[config.mk]
export PLATFORM = sky130hd
export DESIGN_NAME = tdc_hit_controller
export DESIGN_NICKNAME = d
export VERILOG_FILES = /design/src/rtl/tdc_hit_controller.sv
export SDC_FILE = /design/constraint.sdc
export NUM_CORES = 1
export LEC_CHECK = 0
export CAP_MARGIN = 20
export CORE_ASPECT_RATIO = 0.6
export CORE_UTILIZATION = 34
export DETAILED_ROUTE_END_ITERATION = 6
export SYNTH_ARGS = -nofsm -noshare
export SYNTH_HDL_FRONTEND = slang
export SYNTH_SLANG_ARGS = --single-unit
[constraint.sdc]
create_clock -name clk -period 13.7 [get_ports clk]
set_clock_uncertainty 0.15 [all_clocks]
set_input_delay 3.425 -clock clk [delete_from_list [all_inputs] [get_ports clk]]
set_output_delay 3.425 -clock clk [all_outputs]
set_load 0.01 [all_outputs]
[src/rtl/tdc_hit_controller.sv]
// tdc_hit_controller
// Sequences one TDC channel built on a MUX-chain delay line. The hit is gated
// into the line only while the channel is armed. The thermometer taps and the
// coarse counter are sampled together on every clock. A hit is seen when tap 0
// is set. The fine time is the popcount of the captured taps, and it is
// presented with the coarse time on a valid/ready handshake. After each
// accepted timestamp the channel stays disarmed for a dead time and until the
// line has drained. Hits that arrive while disarmed are counted.
//
// Ports:
//   clk          system clock, all state on the rising edge
//   rst_n        synchronous reset, active low
//   enable       channel enable; low disarms the channel and clears the coarse counter
//   hit_in       raw asynchronous hit
//   filtered_hit hit_in gated by arm; drives the delay-line input
//   taps         delay-line thermometer outputs
//   ts_valid     timestamp valid
//   ts_ready     consumer ready
//   ts_coarse    coarse time of the hit
//   ts_fine      number of ones in the captured taps
//   ts_sat       captured taps all ones (hit older than the line)
//   busy         channel is neither idle nor armed
//   missed_cnt   saturating count of hits rejected while disarmed
module tdc_hit_controller #(
  parameter int NTAPS       = 64,
  parameter int FINE_W      = 7,
  parameter int COARSE_W    = 16,
  parameter int DEAD_CYCLES = 4
) (
  input  logic                clk,
  input  logic                rst_n,
  input  logic                enable,
  input  logic                hit_in,
  output logic                filtered_hit,
  input  logic [NTAPS-1:0]    taps,
  output logic                ts_valid,
  input  logic                ts_ready,
  output logic [COARSE_W-1:0] ts_coarse,
  output logic [FINE_W-1:0]   ts_fine,
  output logic                ts_sat,
  output logic                busy,
  output logic [7:0]          missed_cnt
);

  localparam int DEAD_W = (DEAD_CYCLES > 1) ? $clog2(DEAD_CYCLES) : 1;
  localparam logic [DEAD_W-1:0] DEAD_LOAD = DEAD_W'(DEAD_CYCLES - 1);

  typedef enum logic [2:0] {
    ST_IDLE   = 3'd0,
    ST_ARMED  = 3'd1,
    ST_ENCODE = 3'd2,
    ST_HOLD   = 3'd3,
    ST_DEAD   = 3'd4
  } state_t;

  state_t                state_r;
  logic [COARSE_W-1:0]   coarse_cnt_r;
  logic [NTAPS-1:0]      taps_q_r;
  logic [COARSE_W-1:0]   coarse_q_r;
  logic [NTAPS-1:0]      snap_r;
  logic [COARSE_W-1:0]   coarse_snap_r;
  logic [DEAD_W-1:0]     dead_cnt_r;
  logic                  ts_valid_r;
  logic [COARSE_W-1:0]   ts_coarse_r;
  logic [FINE_W-1:0]     ts_fine_r;
  logic                  ts_sat_r;
  logic [7:0]            missed_cnt_r;
  logic                  hit_sync1_r;
  logic                  hit_sync2_r;
  logic                  hit_sync_d_r;
  logic                  hit_rise_s;

  // Fine code: plain count of ones, so bubbles in the thermometer are not corrected.
  function automatic logic [FINE_W-1:0] popcount(input logic [NTAPS-1:0] v);
    logic [FINE_W-1:0] c;
    c = '0;
    for (int i = 0; i < NTAPS; i++) begin
      c = c + {{(FINE_W-1){1'b0}}, v[i]};
    end
    return c;
  endfunction

  // The only combinational path: the raw hit is gated straight into the line.
  assign filtered_hit = hit_in & (state_r == ST_ARMED);
  assign busy         = (state_r != ST_IDLE) && (state_r != ST_ARMED);
  assign ts_valid     = ts_valid_r;
  assign ts_coarse    = ts_coarse_r;
  assign ts_fine      = ts_fine_r;
  assign ts_sat       = ts_sat_r;
  assign missed_cnt   = missed_cnt_r;
  assign hit_rise_s   = hit_sync2_r & ~hit_sync_d_r;

  // Free-running coarse counter, held at zero while the channel is disabled.
  always_ff @(posedge clk) begin
    if (!rst_n) begin
      coarse_cnt_r <= '0;
    end else if (enable) begin
      coarse_cnt_r <= coarse_cnt_r + COARSE_W'(1);
    end else begin
      coarse_cnt_r <= '0;
    end
  end

  // Taps and coarse time are sampled at the same edge, so they stay paired.
  always_ff @(posedge clk) begin
    if (!rst_n) begin
      taps_q_r   <= '0;
      coarse_q_r <= '0;
    end else begin
      taps_q_r   <= taps;
      coarse_q_r <= coarse_cnt_r;
    end
  end

  // Hit synchroniser and saturating count of rising hits seen while disarmed.
  always_ff @(posedge clk) begin
    if (!rst_n) begin
      hit_sync1_r  <= 1'b0;
      hit_sync2_r  <= 1'b0;
      hit_sync_d_r <= 1'b0;
      missed_cnt_r <= 8'd0;
    end else begin
      hit_sync1_r  <= hit_in;
      hit_sync2_r  <= hit_sync1_r;
      hit_sync_d_r <= hit_sync2_r;
      if (hit_rise_s && enable && (state_r != ST_ARMED) && (missed_cnt_r != 8'hFF)) begin
        missed_cnt_r <= missed_cnt_r + 8'd1;
      end
    end
  end

  // Channel sequencer: arm, capture, encode, handshake, dead time.
  always_ff @(posedge clk) begin
    if (!rst_n) begin
      state_r       <= ST_IDLE;
      snap_r        <= '0;
      coarse_snap_r <= '0;
      dead_cnt_r    <= '0;
      ts_valid_r    <= 1'b0;
      ts_coarse_r   <= '0;
      ts_fine_r     <= '0;
      ts_sat_r      <= 1'b0;
    end else begin
      case (state_r)
        ST_IDLE: begin
          if (enable) begin
            state_r <= ST_ARMED;
          end
        end
        ST_ARMED: begin
          if (!enable) begin
            state_r <= ST_IDLE;
          end else if (taps_q_r[0]) begin
            snap_r        <= taps_q_r;
            coarse_snap_r <= coarse_q_r;
            state_r       <= ST_ENCODE;
          end
        end
        ST_ENCODE: begin
          if (!enable) begin
            // The pending capture is discarded.
            state_r <= ST_IDLE;
          end else begin
            ts_fine_r   <= popcount(snap_r);
            ts_sat_r    <= &snap_r;
            ts_coarse_r <= coarse_snap_r;
            ts_valid_r  <= 1'b1;
            state_r     <= ST_HOLD;
          end
        end
        ST_HOLD: begin
          // Not aborted by enable; a delivered timestamp is never lost.
          if (ts_ready) begin
            ts_valid_r <= 1'b0;
            dead_cnt_r <= DEAD_LOAD;
            state_r    <= enable ? ST_DEAD : ST_IDLE;
          end
        end
        ST_DEAD: begin
          if (dead_cnt_r != '0) begin
            dead_cnt_r <= dead_cnt_r - DEAD_W'(1);
          end
          if (!enable) begin
            state_r <= ST_IDLE;
          end else if ((dead_cnt_r == '0) && (taps_q_r == '0)) begin
            // Re-arm only once the line has drained, so a stale front cannot retrigger.
            state_r <= ST_ARMED;
          end
        end
        default: begin
          state_r <= ST_IDLE;
        end
      endcase
    end
  end

endmodule

After elaboration in Yosys (flattened, before gate mapping)
Cells that the tools add are included.
{ "classes": {"addsub": 66, "n_eq_ne": 12, "muxes": 15, "bitwise_logic": 3, "reduce_logical": 19} }
{ "ops": {"columns": ["cell", "n"], "rows": [
  ["$add 7x1->7", 57],
  ["$logic_not 64->1", 1],
  ["$reduce_and 64->1", 1],
  ["$mux 3", 7],
  ["$add 16x1->16 const B", 1],
  ["$pmux 3 s5", 1],
  ["$reduce_and 3->1", 3],
  ["$add 8x1->8 const B", 1],
  ["$ne 2x2->1 const B", 4],
  ["$ne 8x8->1 const B", 1],
  ["$add 6x1->7", 1],
  ["$add 5x1->6", 1],
  ["$eq 3x2->1 const B", 2],
  ["$mux 2", 3],
  ["$ne 3x3->1 const B", 2],
  ["$reduce_bool 2->1", 3],
  ["$add 4x1->5", 1],
  ["$logic_and 1x1->1", 5],
  ["$add 3x1->4", 1],
  ["$pmux 2 s2", 1],
  ["$reduce_and 2->1", 2],
  ["$reduce_and 4->1", 1],
  ["$add 2x1->3", 1],
  ["$eq 3x1->1 const B", 1],
  ["other kinds (11)", 13]
]} }
{ "word_totals": {"reg_bits": 217, "wordCells": 130} }

Longest topological paths before layout
{ "depth": {"ltp_word": 63, "ltp_mapped": 20} }

Worst setup path before layout
No wires, ideal clock.
{ "synth_timing": {"path_kind": "input -> output", "from": "input hit_in", "to": "output filtered_hit", "t_arrival_ns": 3.571, "setup_slack_ns": 6.554, "stages": 1, "n_path_buf": 0, "path_cell_list": "and2_1"} }
{ "synth_between": {"elab_chain_len": 1} }
{ "synth_rtl": {"columns": ["item", "line", "source"], "rows": [
  ["start: declaration", "33", "input logic hit_in,"],
  ["$and 1x1->1", "84", "assign filtered_hit = hit_in & (state_r == ST_ARMED);"],
  ["end: declaration", "34", "output logic filtered_hit,"]
]} }
No other way between the ends.

Worst setup path in the final report
Ends and elaborated chain as after synthesis.

==> impl_metrics.py <==
metrics = {
    "critical_path": {
        "critPathLaunchType": "input port",
        "worst-setup-path-type": "input port to primary output",
        "arrival_ns": 4.60,
        "cp-end-kind": "primary output",
        "path_max_fanout": 2,
        "worst_ep_required_time_ns": 10.12,
    },
    "cts": {
        "cts_repair_resize_count": 0,
        "cts_buffers": 22,
        "clockBufferDepth": 3,
        "path_clk_slew_ns": 0.06,
        "ctsHoldBuffers": 0,
        "clock_latency_ns": 0.52,
        "clock-sinks": 217,
        "cts_tree": "yes",
        "htree_num_levels": 1,
        "post_cts_buffers": 0,
        "cts_root_buf": "clkbuf_16",
    },
    "global_routing": {
        "grt_pass1_vias": 6498,
        "antenna_found_initial": 0,
        "grt_max_degree": 83,
        "grt_pass1_wl_um": 35100,
        "grt_usage_pct": 15.4,
        "overflow": 0,
    },
    "timing": {
        "worst_pin_slew_ns": 1.09,
        "max_freq_mhz": 122,
        "fin_ws_ns": 5.53,
        "rsz0062_at_grt": "no",
        "slew-limit-headroom_pct": 26.9,
        "finalHoldViolCount": 0,
        "fin_crit_ns": 8.17,
        "finalSetupTns_ns": 0,
        "finalSetupViolCount": 0,
        "holdWs_ns": 0.283,
        "report.final.slew_viol_count": 0,
        "fin_crit_sh_pct": 59.7,
    },
    "routing": {
        "drt_pre_antenna_iters": 4,
        "wl_per_cell_um": 14.6,
        "num_vias": 6661,
        "drt_iter0_markers": 389,
        "avgViaCountPerCell": 4.55,
        "drc": 0,
        "finalWirelength_um": 21400,
        "ant_nets": 0,
    },
    "pwr": {
        "peakVddDrop_mv": 0.0722,
        "pwr-share-seq_pct": 48.1,
        "p_leak_nw": 4.36,
        "power.density_nw_per_um2": 117,
        "p_clk_share_pct": 47.0,
        "combPwrFrac_pct": 4.9,
        "internal_power_mw": 1.07,
        "p_sw_share_pct": 21.2,
        "switching_power_uw": 288,
    },
    "logic_synthesis": {
        "synth_most_common_cell": "dfxtp_1",
        "yosys-top-cells-area": "dfxtp_1, fa_1, nand2_1, a21boi_0, and2_1",
        "synth_top_family_by_area": "simple AND/OR/NAND/NOR gates",
        "async_reset_ff_share_pct": 0,
        "synth_top_cell_by_area": "dfxtp_1",
        "synth_ff_type": "dfxtp_1",
        "yosys-top-cells-count": "dfxtp_1, nand2_1, inv_1, and2_1, a21boi_0",
        "synth_edf_count": 0,
        "syn_area_per_cell_um2": 9.45,
        "synth_cell_types": 44,
        "synth_compound_area_share_pct": 10.4,
        "ys_ff_latch": 217,
        "synth.net_count": 1146,
        "seq_area_frac_synth_pct": 45.8,
        "syn_inst": 1004,
        "synthXorXnorAreaFrac_pct": 2.03,
        "synth_mux_area_share_pct": 0.211,
        "synth_area_um2": 9490,
        "synth_top_area_share_pct": 45.8,
        "synth_fa_ha_area_share_pct": 13.9,
        "yosys.area_share.simple_pct": 21.1,
        "yosys_warnings": 0,
    },
    "final_layout": {
        "stdcell_count": 1463,
        "area_delta_synth_final_pct": 21.9,
        "antennaDiodeCount": 0,
        "layout.nets": 1230,
        "final_layout_size_suffix_gt1_share_pct": 5.17,
    },
    "placement": {
        "place.detailed.hpwl_um": 15500,
        "pre_cts_slack_ns": 5.49,
        "place_inst": 1424,
        "gp_congestion": 0.841,
        "portBuffers": 103,
    },
    "floorplan": {
        "chipWidth_um": 218,
        "die_h_um": 131,
        "dieArea_um2": 28600,
        "initial_utilization_pct": 35.2,
        "rows": 46,
        "core_area_um2": 26900,
        "num_io_pins": 104,
    },
    "hold_path": {
        "holdCritPathClass": "flop to flop",
    },
    "run_status": {
        "status": "finished, final reports clean",
    },
    "run": {
        "maxCapViolCount": 0,
    },
}
-- logic make-up (layout without fill, tap and decap cells) --
logic type / count (synthesis) / in the layout
multiplexers: 2 / 2
flip-flops: 217 / 217
AND/OR/NAND/NOR: 408 / 408
adder cells (fa/ha/maj): 73 / 73
XOR/XNOR: 22 / 22
buffers and inverters: 150 / 249
AO/OA/AOI/OAI: 132 / 132
-- through the flow --
step | utilization [%] | total power [mW] | instance area [µm²]
after floorplan | - | 0.702 | 9490
after global placement | 40.0 | 0.735 | 10800
after detailed placement | 40.1 | 0.736 | 10800
after CTS | 43.0 | 1.38 | 11600
after global routing | 43.0 | 1.42 | 11600
final | 43.0 | 1.36 | 11600
-- power groups by stage --
stage               clock, mW  sequential [mW]  combinational, mW
global route            0.687            0.655             0.0752
floorplan                   0            0.663             0.0381
CTS                     0.658            0.654             0.0686
detailed placement          0            0.668             0.0681
global placement            0            0.668             0.0674
finish                  0.638            0.654             0.0667
-- worst paths after layout --
| check | slack [ns] | depth (start not counted) | from | to |
|---|---|---|---|---|
| max | 5.53 | 3 | hit_in | filtered_hit |
| min | 0.28 | 1 | hit_sync1_r | hit_sync2_r |
| max reg2reg | 7.57 | 20 | snap_r[35] | ts_fine[5] |
| min reg2reg | 0.28 | 1 | hit_sync1_r | hit_sync2_r |
-- registers in the layout, indices dropped and copies added (netlist names) --
register,flops
coarse_cnt_r,16
coarse_q_r,16
coarse_snap_r,16
dead_cnt_r,2
hit_sync1_r,1
hit_sync2_r,1
hit_sync_d_r,1
missed_cnt,8
snap_r,64
state_r,3
taps_q_r,64
ts_coarse,16
ts_fine,7
ts_sat,1
ts_valid,1
-- layout by cell type (no fill, tap or decap), drive strengths merged, types with 4 or more instances in the layout --
master / n
dfxtp: 217
nand2: 209
inv: 102
clkdlybuf4s50: 102
a21boi: 99
and2: 91
fa: 54
clkbuf: 32
nand4: 28
nor4: 19
ha: 19
nor2: 18
nand3: 13
o21ai: 13
xor2: 11
xnor2: 11
and3: 8
a21oi: 7
buf: 6
nor2b: 4
-- critical path, stage by stage --
cell             delay [ns]
clkdlybuf4s50_1        0.48
and2_1                 0.15
clkdlybuf4s50_1        0.54
-- layout make-up --
cell class,count,area [µm²]
Fill cell,2613,15400
Multi-Input combinational cell,637,4540
Sequential cell,217,4340
Timing Repair Buffer,108,1090
Clock buffer,32,659
Tap cell,360,450
Inverter,102,383
Clock inverter,7,113
-- layer usage --
layer	GRT usage (%)	up-vias	part of all wire (%)
met3	3.77	18	6.0
met1	24.8	3129	56
met4	2.74	0	1.1
met2	20.0	136	37
met5	0	-	0
li1	-	3378	-
Power figures use the tool's default switching activity.
